==> config.mk <==
export PLATFORM = sky130hd
export DESIGN_NAME = rom_load_sequencer
export DESIGN_NICKNAME = d
export VERILOG_FILES = /design/src/rtl/williams_pkg.sv /design/src/rtl/rom_region_dec.sv /design/src/rtl/rom_load_sequencer.sv
export SDC_FILE = /design/constraint.sdc
export NUM_CORES = 1
export LEC_CHECK = 0
export CORE_MARGIN = 10
export CORE_UTILIZATION = 56
export CTS_CLUSTER_SIZE = 30
export DETAILED_ROUTE_END_ITERATION = 8
export MAX_ROUTING_LAYER = met4
export PLACE_DENSITY = 0.87
export SYNTH_ARGS = -nofsm -noshare
export SYNTH_HDL_FRONTEND = slang
export SYNTH_SLANG_ARGS = --single-unit
==> constraint.sdc <==
create_clock -name clk_sys -period 4 [get_ports clk_sys]
set_clock_uncertainty 0.05 [all_clocks]
set_input_delay 0.8 -clock clk_sys [delete_from_list [all_inputs] [get_ports clk_sys]]
set_output_delay 0.8 -clock clk_sys [all_outputs]
set_load 0.005 [all_outputs]
==> src/rtl/williams_pkg.sv <==
// Shared types and default memory map for the Williams ROM download path.
package williams_pkg;

    localparam int unsigned DL_ADDR_W  = 25;
    localparam int unsigned ROM_ADDR_W = 16;
    localparam int unsigned DATA_W     = 8;
    localparam int unsigned HOLD_W     = 16;

    localparam logic [ROM_ADDR_W-1:0] MAIN_END_DEF = 16'hC000;
    localparam logic [ROM_ADDR_W-1:0] SND_END_DEF  = 16'hD000;
    localparam logic [ROM_ADDR_W-1:0] PROM_END_DEF = 16'hD200;
    localparam int unsigned           HOLD_DEF     = 256;

    typedef enum logic [1:0] {
        EMPTY = 2'd0,
        LOAD  = 2'd1,
        HOLD  = 2'd2,
        RUN   = 2'd3
    } state_e;

    typedef enum logic [1:0] {
        REG_MAIN = 2'd0,
        REG_SND  = 2'd1,
        REG_PROM = 2'd2
    } region_e;

endpackage

==> src/rtl/rom_region_dec.sv <==
// Combinational image-address decode: region select, region-relative address
// and an out-of-image flag.
module rom_region_dec
    import williams_pkg::*;
#(
    parameter logic [ROM_ADDR_W-1:0] MAIN_END = MAIN_END_DEF,
    parameter logic [ROM_ADDR_W-1:0] SND_END  = SND_END_DEF,
    parameter logic [ROM_ADDR_W-1:0] PROM_END = PROM_END_DEF
) (
    input  logic [DL_ADDR_W-1:0]  addr,
    output region_e               sel_c,
    output logic [ROM_ADDR_W-1:0] rebased_c,
    output logic                  overflow_c
);

    logic [ROM_ADDR_W-1:0] low;

    assign low = addr[ROM_ADDR_W-1:0];

    // Any set bit above 16 is past the image no matter what the low half says.
    always_comb begin
        sel_c      = REG_MAIN;
        rebased_c  = low;
        overflow_c = (addr[DL_ADDR_W-1:ROM_ADDR_W] != '0) || (low >= PROM_END);
        if (low < MAIN_END) begin
            sel_c     = REG_MAIN;
            rebased_c = low;
        end else if (low < SND_END) begin
            sel_c     = REG_SND;
            rebased_c = low - MAIN_END;
        end else begin
            sel_c     = REG_PROM;
            rebased_c = low - SND_END;
        end
    end

endmodule

==> src/rtl/rom_load_sequencer.sv <==
// Routes HPS download bytes to the core ROM/PROM write ports, validates the
// image and sequences the core reset around loads and user resets.
module rom_load_sequencer
    import williams_pkg::*;
#(
    parameter logic [ROM_ADDR_W-1:0] MAIN_END    = MAIN_END_DEF,
    parameter logic [ROM_ADDR_W-1:0] SND_END     = SND_END_DEF,
    parameter logic [ROM_ADDR_W-1:0] PROM_END    = PROM_END_DEF,
    parameter int unsigned           HOLD_CYCLES = HOLD_DEF
) (
    input  logic                  clk_sys,
    input  logic                  reset_n,
    input  logic                  dl_active,
    input  logic                  dl_wr,
    input  logic [DL_ADDR_W-1:0]  dl_addr,
    input  logic [DATA_W-1:0]     dl_data,
    input  logic                  user_reset,
    output logic                  rom_wr,
    output logic [1:0]            rom_sel,
    output logic [ROM_ADDR_W-1:0] rom_addr,
    output logic [DATA_W-1:0]     rom_data,
    output logic                  core_reset,
    output logic                  load_done,
    output logic                  load_err
);

    localparam logic [HOLD_W-1:0] HOLD_LAST = HOLD_W'(HOLD_CYCLES - 1);

    state_e                 state;
    logic [DL_ADDR_W-1:0]   byte_cnt;
    logic                   err_flag;
    logic [HOLD_W-1:0]      hold_cnt;

    region_e                dec_sel;
    logic [ROM_ADDR_W-1:0]  dec_addr;
    logic                   dec_ovf;

    logic [DL_ADDR_W-1:0]   cnt_nxt;
    logic                   err_nxt;
    logic                   image_ok;

    rom_region_dec #(
        .MAIN_END (MAIN_END),
        .SND_END  (SND_END),
        .PROM_END (PROM_END)
    ) u_dec (
        .addr       (dl_addr),
        .sel_c      (dec_sel),
        .rebased_c  (dec_addr),
        .overflow_c (dec_ovf)
    );

    // Counter/error state including the current byte, so a strobe coincident
    // with the end of download is part of the size check.
    always_comb begin
        cnt_nxt = byte_cnt;
        err_nxt = err_flag;
        if (dl_wr) begin
            if (byte_cnt != '1) begin
                cnt_nxt = byte_cnt + DL_ADDR_W'(1);
            end
            if ((dl_addr != byte_cnt) || dec_ovf) begin
                err_nxt = 1'b1;
            end
        end
        image_ok = !err_nxt && (cnt_nxt == DL_ADDR_W'(PROM_END));
    end

    always_ff @(posedge clk_sys or negedge reset_n) begin
        if (!reset_n) begin
            state      <= EMPTY;
            byte_cnt   <= '0;
            err_flag   <= 1'b0;
            hold_cnt   <= '0;
            rom_wr     <= 1'b0;
            rom_sel    <= 2'd0;
            rom_addr   <= '0;
            rom_data   <= '0;
            core_reset <= 1'b1;
            load_done  <= 1'b0;
            load_err   <= 1'b0;
        end else begin
            rom_wr <= 1'b0;
            // A new download preempts every other state.
            if (dl_active && (state != LOAD)) begin
                state      <= LOAD;
                byte_cnt   <= '0;
                err_flag   <= 1'b0;
                core_reset <= 1'b1;
                load_done  <= 1'b0;
                load_err   <= 1'b0;
            end else begin
                case (state)
                    EMPTY: begin
                        core_reset <= 1'b1;
                    end
                    LOAD: begin
                        core_reset <= 1'b1;
                        byte_cnt   <= cnt_nxt;
                        err_flag   <= err_nxt;
                        if (dl_wr && !dec_ovf) begin
                            rom_wr   <= 1'b1;
                            rom_sel  <= dec_sel;
                            rom_addr <= dec_addr;
                            rom_data <= dl_data;
                        end
                        if (!dl_active) begin
                            if (image_ok) begin
                                load_done <= 1'b1;
                                hold_cnt  <= '0;
                                state     <= HOLD;
                            end else begin
                                load_err  <= 1'b1;
                                state     <= EMPTY;
                            end
                        end
                    end
                    HOLD: begin
                        core_reset <= 1'b1;
                        if (user_reset) begin
                            hold_cnt <= '0;
                        end else if (hold_cnt == HOLD_LAST) begin
                            core_reset <= 1'b0;
                            state      <= RUN;
                        end else begin
                            hold_cnt <= hold_cnt + HOLD_W'(1);
                        end
                    end
                    RUN: begin
                        core_reset <= 1'b0;
                        if (user_reset) begin
                            core_reset <= 1'b1;
                            hold_cnt   <= '0;
                            state      <= HOLD;
                        end
                    end
                    default: begin
                        core_reset <= 1'b1;
                        state      <= EMPTY;
                    end
                endcase
            end
        end
    end

endmodule

==> results.json <==
{
  "die_area_mm2": 0.0131,
  "via_per_inst": 6.53,
  "grt_max_degree": 75,
  "grt_pass1_wl_mm": 24.5,
  "clk_latency_ns": 0.36,
  "cp_slowest_stage_delay_ns": 0.83,
  "cts_max_level": 3,
  "synth.avg_cell_area_um2": 8.29,
  "postRouteAntennaNets": 0,
  "rr_worst_depth": 10,
  "setup_viol": 0,
  "num_rows": 34,
  "crit_path_start_kind": "flop",
  "cp_slowest_cell": "nor4_2",
  "switchingPower_mw": 0.657,
  "yosysWarnings": 0,
  "rsz0062_at_grt": "no",
  "routed_wl_mm": 15.2,
  "final_cells": 779,
  "grt_overflow": 0,
  "worst_r2r_endpoint": "hold_cnt[12]$_DFFE_PN0P_",
  "hold_violations": 0,
  "p_per_area_mw_per_mm2": 336,
  "globalplace.congestion": 0.969,
  "relSlewSlack_pct": 33.7,
  "whs_endpoint": "rom_addr[10]$_DFFE_PN0P_",
  "cts_root_buf": "clkbuf_8",
  "crit_top_cell": "buf_4",
  "min-delay-start": "rom_addr[10]$_DFFE_PN0P_",
  "clkSlewWorstSetupHoldPaths_ns": 0.09,
  "synth-seq-area-share_pct": 37.2,
  "wl_per_cell_um": 19.6,
  "grt_pass1_vias": 4856,
  "layout_common_cells": "nand2_1, dfrtp_1, clkdlybuf4s50_1",
  "worstPathMaxFanout": 10,
  "antenna_found_initial": 0,
  "grt_usage_pct": 23.4,
  "fillers": 679,
  "synth_seq_cells": 74,
  "cp.arrival_ns": 4.05,
  "hold_path_class": "reg -> reg",
  "p_clk_share_pct": 36.4,
  "reg2reg_slack_ns": 0.14,
  "synthArstFlopShare_pct": 100,
  "dpl.hpwl_mm": 10.9,
  "dr.pass1.iters": 5,
  "clock.fmax_mhz": 259,
  "cts_buffers": 9,
  "post_cts_buffers": 0,
  "drc": 0,
  "cts_sinks": 74,
  "p_seq_share_pct": 41.1,
  "cts_tree": "built",
  "leakagePower_nw": 2.45,
  "cp.required_ns": 4.19,
  "combPwrFrac_pct": 22.4,
  "drt_iter0_drc": 660,
  "dr_total_vias": 5084,
  "die_w_um": 114,
  "coreArea_mm2": 0.00868,
  "period_needed_ns": 3.86,
  "ios": 68,
  "dpl_cell_area_mm2": 0.00581,
  "place_inst": 763,
  "holdPathStages": 2,
  "synth_cell_types": 66,
  "postLayoutCellArea_mm2": 0.00607,
  "layout_commonest_cell": "nand2_1",
  "status": "completed",
  "nets": 713,
  "synth_edf_count": 0,
  "clockBufferDepth": 2,
  "synth_cells": 601,
  "slew_viol_final": 0,
  "syn_nets": 648,
  "max_cap_viol_count": 0,
  "peakVddDrop_mv": 0.303,
  "synth_area_mm2": 0.00498,
  "tightestPinTransition_ns": 0.991,
  "cp_cell_sequence": "nand4_1 > nor4_2 > buf_4 > o31a_1 > o22ai_1 > nor4_1 > and4_1 > o21ai_2 > buf_4 > o41ai_2",
  "swShare_pct": 32.2,
  "antenna_cells": 0,
  "yosys_most_used_dff": "dfrtp_1",
  "chipHeight_um": 114,
  "period_share_pct": 96.5,
  "end_kind": "flop",
  "drive_gt1_share_pct": 9.99,
  "area_growth_pct": 21.7,
  "worstSetupPathType": "reg -> reg",
  "place.port_buffers": 67,
  "initial_core_util_pct": 57.4,
  "p_int_mw": 1.38,
  "rr_startpoint": "byte_cnt[14]$_DFFE_PN0P_"
}
==> stage by stage <==
stage / TNS [ns] / setup slack [ns] / power [mW] / util (%) / hold slack (ns)
2_1_floorplan: 0 / 0.623 / 1.11 / - / 0.405
3_3_place_gp: 0 / 0.0638 / 1.28 / 67.0 / 0.399
3_5_place_dp: -0.143 / -0.0846 / 1.30 / 67.0 / 0.405
4_1_cts: 0 / 0.216 / 2.03 / 69.9 / 0.424
5_1_grt: 0 / 0.0285 / 2.12 / 69.9 / 0.454
6_report: 0 / 0.139 / 2.04 / 69.9 / 0.418
==> critical path: cells and delay by family (launching register included) <==
kind            cells  cell delay [ns]
compound gates      4             0.67
flops               1             0.54
buf+inv             2             0.51
simple gates        4             1.96
==> logic make-up (layout without fill, tap and decap cells) <==
kind of cell    count (synthesis)  in the layout  share of synthesized area (%)
compound gates                134            134                           18.9
flops                          74             74                           37.2
fa+ha+maj                       9              9                           2.26
buf+inv                        61            131                           5.55
mux                             6              6                           1.23
xor+xnor                       46             46                           8.08
simple gates                  271            271                           26.9
==> final cells by class <==
| type | count | area, um2 | area share [%] |
|---|---|---|---|
| multi-input cells | 466 | 2870 | 47.2 |
| well taps | 108 | 135 | 2.23 |
| clock inverters | 7 | 125 | 2.06 |
| inverters | 17 | 63.8 | 1.05 |
| repair buffers | 98 | 901 | 14.8 |
| flip-flops and latches | 74 | 1850 | 30.5 |
| clock buffers | 9 | 124 | 2.04 |
==> repair_timing <==
item | 4_1_cts | 5_1_grt
endpoints found under the setup margin | 0 | 1
hold buffers | 0 | 0
gates resized for setup | 0 | 1
==> metal layers <==
| layer | track usage (%) | part of all wire, % | vias to the layer above |
|---|---|---|---|
| met5 | - | 0 | - |
| met4 | 8.27 | 2.8 | 0 |
| met3 | 3.88 | 8.9 | 47 |
| met2 | 36.1 | 46 | 300 |
| met1 | 30.4 | 42 | 2438 |
| li1 | - | - | 2299 |
==> power groups by stage <==
stage / Combinational, mW / Sequential (mW) / Clock [mW]
after global routing: 0.497 / 0.847 / 0.776
final: 0.458 / 0.839 / 0.743
after CTS: 0.449 / 0.837 / 0.743
after global placement: 0.426 / 0.849 / 0
after floorplan: 0.272 / 0.839 / 0
after detailed placement: 0.445 / 0.852 / 0
==> state kept, by name, summed over array words and instances (netlist names), 2 cells and up <==
name and count:
byte_cnt 25, hold_cnt 16, rom_addr 16, rom_data 8
rom_sel 2, state 2
==> worst max-delay path by stage <==
stage	from	end	cells after the start
2_1_floorplan	dl_wr	hold_cnt[0]$_DFFE_PN0P_	9
3_3_place_gp	dl_wr	hold_cnt[12]$_DFFE_PN0P_	10
3_5_place_dp	dl_wr	hold_cnt[12]$_DFFE_PN0P_	10
4_1_cts	byte_cnt[14]$_DFFE_PN0P_	hold_cnt[12]$_DFFE_PN0P_	10
5_1_grt	byte_cnt[14]$_DFFE_PN0P_	hold_cnt[13]$_DFFE_PN0P_	10
6_report	byte_cnt[14]$_DFFE_PN0P_	hold_cnt[12]$_DFFE_PN0P_	10
==> cells in the mapped netlist, types with 8 or more instances <==
cell type / instances / area share [%]
nand2_1: 118 / 8.9
dfrtp_1: 73 / 37
nand3_1: 47 / 4.7
o21ai_0: 43 / 4.3
xnor2_1: 39 / 6.9
clkbuf_1: 29 / 2.2
nor2_1: 24 / 1.8
inv_1: 17 / 1.3
a21oi_1: 15 / 1.5
nand4_1: 13 / 1.6
nor4_1: 13 / 1.6
o211ai_1: 13 / 2.0
nor3_1: 12 / 1.2
o31ai_1: 10 / 1.5
ha_1: 9 / 2.3
and3_1: 8 / 1.0
Note: power is estimated with default switching activity, not from simulation.
==> edit, RTL diff (same settings) <==
Encoding of `state_e`: now one-hot (4 bits for 4 states).
--- a/src/rtl/williams_pkg.sv
+++ b/src/rtl/williams_pkg.sv
@@ -13,7 +13,7 @@
 
-    typedef enum logic [1:0] {
-        EMPTY = 2'd0,
-        LOAD  = 2'd1,
-        HOLD  = 2'd2,
-        RUN   = 2'd3
+    typedef enum logic [3:0] {
+        EMPTY = 4'b0001,
+        LOAD  = 4'b0010,
+        HOLD  = 4'b0100,
+        RUN   = 4'b1000
     } state_e;
Formal check against the unedited RTL: no difference found for any inputs over 4 cycles, from zero or initial values and one cycle with reset_n low; so few cycles prove little.
==> edit against the original RTL <==
Wire length shrank 9.2%; worst setup slack gained 0.29 ns; critical path depth is the same; area after synthesis shrank 2.6%; fmax grew 8.2%; count of clock-buffer cells in the layout grew 1; sequential cell count grew 2; largest cell class unchanged; cell area shrank 5.8%; via count shrank 14%.
Power is not compared: it rests on default switching activity, and its combinational part moved more than twofold at a synthesized area within 25%.
==> edit: results (changes against the original RTL) <==
Yosys
  • Synth cell types: 71 (was 66)
  • Main area contributors after synthesis: dfrtp_1 (38%), nand2_1 (6.2%), xor2_1 (4.7%) (was dfrtp_1 (37%), nand2_1 (8.9%), xnor2_1 (6.9%))
  • Commonest cells post-synth: nand2_1 (80), dfrtp_1 (74), o21ai_0 (41), a21oi_1 (26), xor2_1 (26) (was nand2_1 (118), dfrtp_1 (73), nand3_1 (47), o21ai_0 (43), xnor2_1 (39))
  • Post-Synth Adder-Cell Area: 1.547% (was 2.259%)
  • Post-synthesis compound-gate area fraction: 20.19% (was 18.85%)
  • Mux share of post-synthesis cell area: 2.990% (was 1.230%)
  • Post-Syn Nets: 575 (was 648)
  • Sequential area share after synthesis: 39.24% (was 37.17%)

Detailed routing
  • Vias per cell: 6.341 (was 6.526)
  • Number of DRC markers in iteration 0: 392 (was 660)
  • Post-DR wirelength/cell: 20.07 um (was 19.55 um)

Status
  • Status: finished, final reports clean (unchanged)

GRT
  • Global-route usage over all layers: 22.29% (was 23.39%)
  • Largest net degree at the start of global routing: 77 (was 75)
  • GR met2 Demand/Resource: 33.33% (was 36.07%)
  • Vias in the first global route: 4442 (was 4856)
  • Global-route wire length before repair: 22990 um (was 24540 um)

Placed design
  • Detail Placement HPWL: 10090 um (was 10880 um)
  • Placer congestion estimate: 0.9918 (was 0.9686)
  • Placed Instance Area: 0.005512 sq mm (was 0.005813 sq mm)

Worst setup path
  • Crit-path max cell delay: 0.63 ns (was 0.83 ns)
  • Worst Path Arrival: 3.71 ns (was 4.05 ns)
  • Worst-path fanout max: 14 (was 10)
  • Reg2reg setup slack: 0.43 ns (was 0.14 ns)
  • Critical-path top delay cell: or4_1 (was nor4_2)

Cells and area
  • Final nets: 623 (was 713)

Timing
  • Least-Margin Pin Slew: 0.9461 ns (was 0.9911 ns)

Clock network
  • H-tree depth: 3 (unchanged)

Flow run
  • Max-Cap Viols: 0 (unchanged)
## edit: cell types whose count changed in the layout (fill, tap and decap cells not counted), moves of 8 or more
| cell | unedited run | this run |
|---|---|---|
| o211ai_1 | 13 | 3 |
| a21oi_1 | 15 | 26 |
| xor2_1 | 7 | 26 |
| nand3_1 | 47 | 18 |
| nand2_1 | 118 | 80 |
| buf_4 | 32 | 12 |
| mux2_1 | 0 | 8 |
| xnor2_1 | 39 | 8 |
## edit: path summary, 6_finish.rpt
check / depth (start not counted) / to / from
setup / recovery: 10 / hold_cnt[10] / byte_cnt[0]
hold / removal: 2 / rom_data[3] / rom_data[3]
setup reg to reg: 10 / hold_cnt[10] / byte_cnt[0]
hold reg to reg: 2 / rom_data[3] / rom_data[3]
max in group asynchronous: 1 / rom_data[6] / reset_n
min in group asynchronous: 1 / byte_cnt[8] / reset_n
## edit: where the power goes
group | switching (W) | leakage, nW | total [W] | internal (W)
Sequential | 0.00000761 | 1.05 | 0.000782 | 0.000774
Clock | 0.000319 | 0.107 | 0.000630 | 0.000311
Combinational | 0.0000803 | 1.28 | 0.000145 | 0.0000647
## edit: layer usage
layer,vias up,wire (um)
met2,233,6363
met4,0,231
met3,23,1100
met5,-,0
li1,2027,-
met1,2086,6132
## edit: stage by stage
step           utilization, %  cells  hold WS, ns  power (W)  setup WS [ns]
4_1_cts                 68.57    689       0.4338   0.001562         0.4864
3_5_place_dp            66.08    673       0.4113  0.0009399         0.1826
2_1_floorplan               -    531       0.4177  0.0008521         0.9643
5_1_grt                 68.57    689       0.4599   0.001611         0.2744
6_report                68.57    689       0.4273   0.001557         0.4312
3_3_place_gp            66.08    673       0.4084  0.0009368         0.2675
## edit: worst reg2reg max path, delay by kind of cell (launching register included)
family                     cells  cell delay (ns)
DFF                            1             0.55
buffers and inverters          2             0.41
adders and majority gates      1             0.37
and+or+nand+nor                3             1.11
AOI/OAI and AO/OA              4             0.92
## edit: layout make-up
type	count	area [sq um]
multi-input combinational	401	2676
fill	611	2621
sequential	76	1904
timing repair buffer	78	750.7
clock buffer	10	137.6
tap	105	131.4
clock inverter	6	70.07
inverter	13	48.80
## edit: kinds of logic (layout without fill, tap and decap cells)
family	count (synthesis)	count (layout)
compound gates	136	136
xor+xnor	34	34
fa+ha+maj	6	6
buf+inv	54	107
flops	76	76
mux	13	13
simple gates	212	212
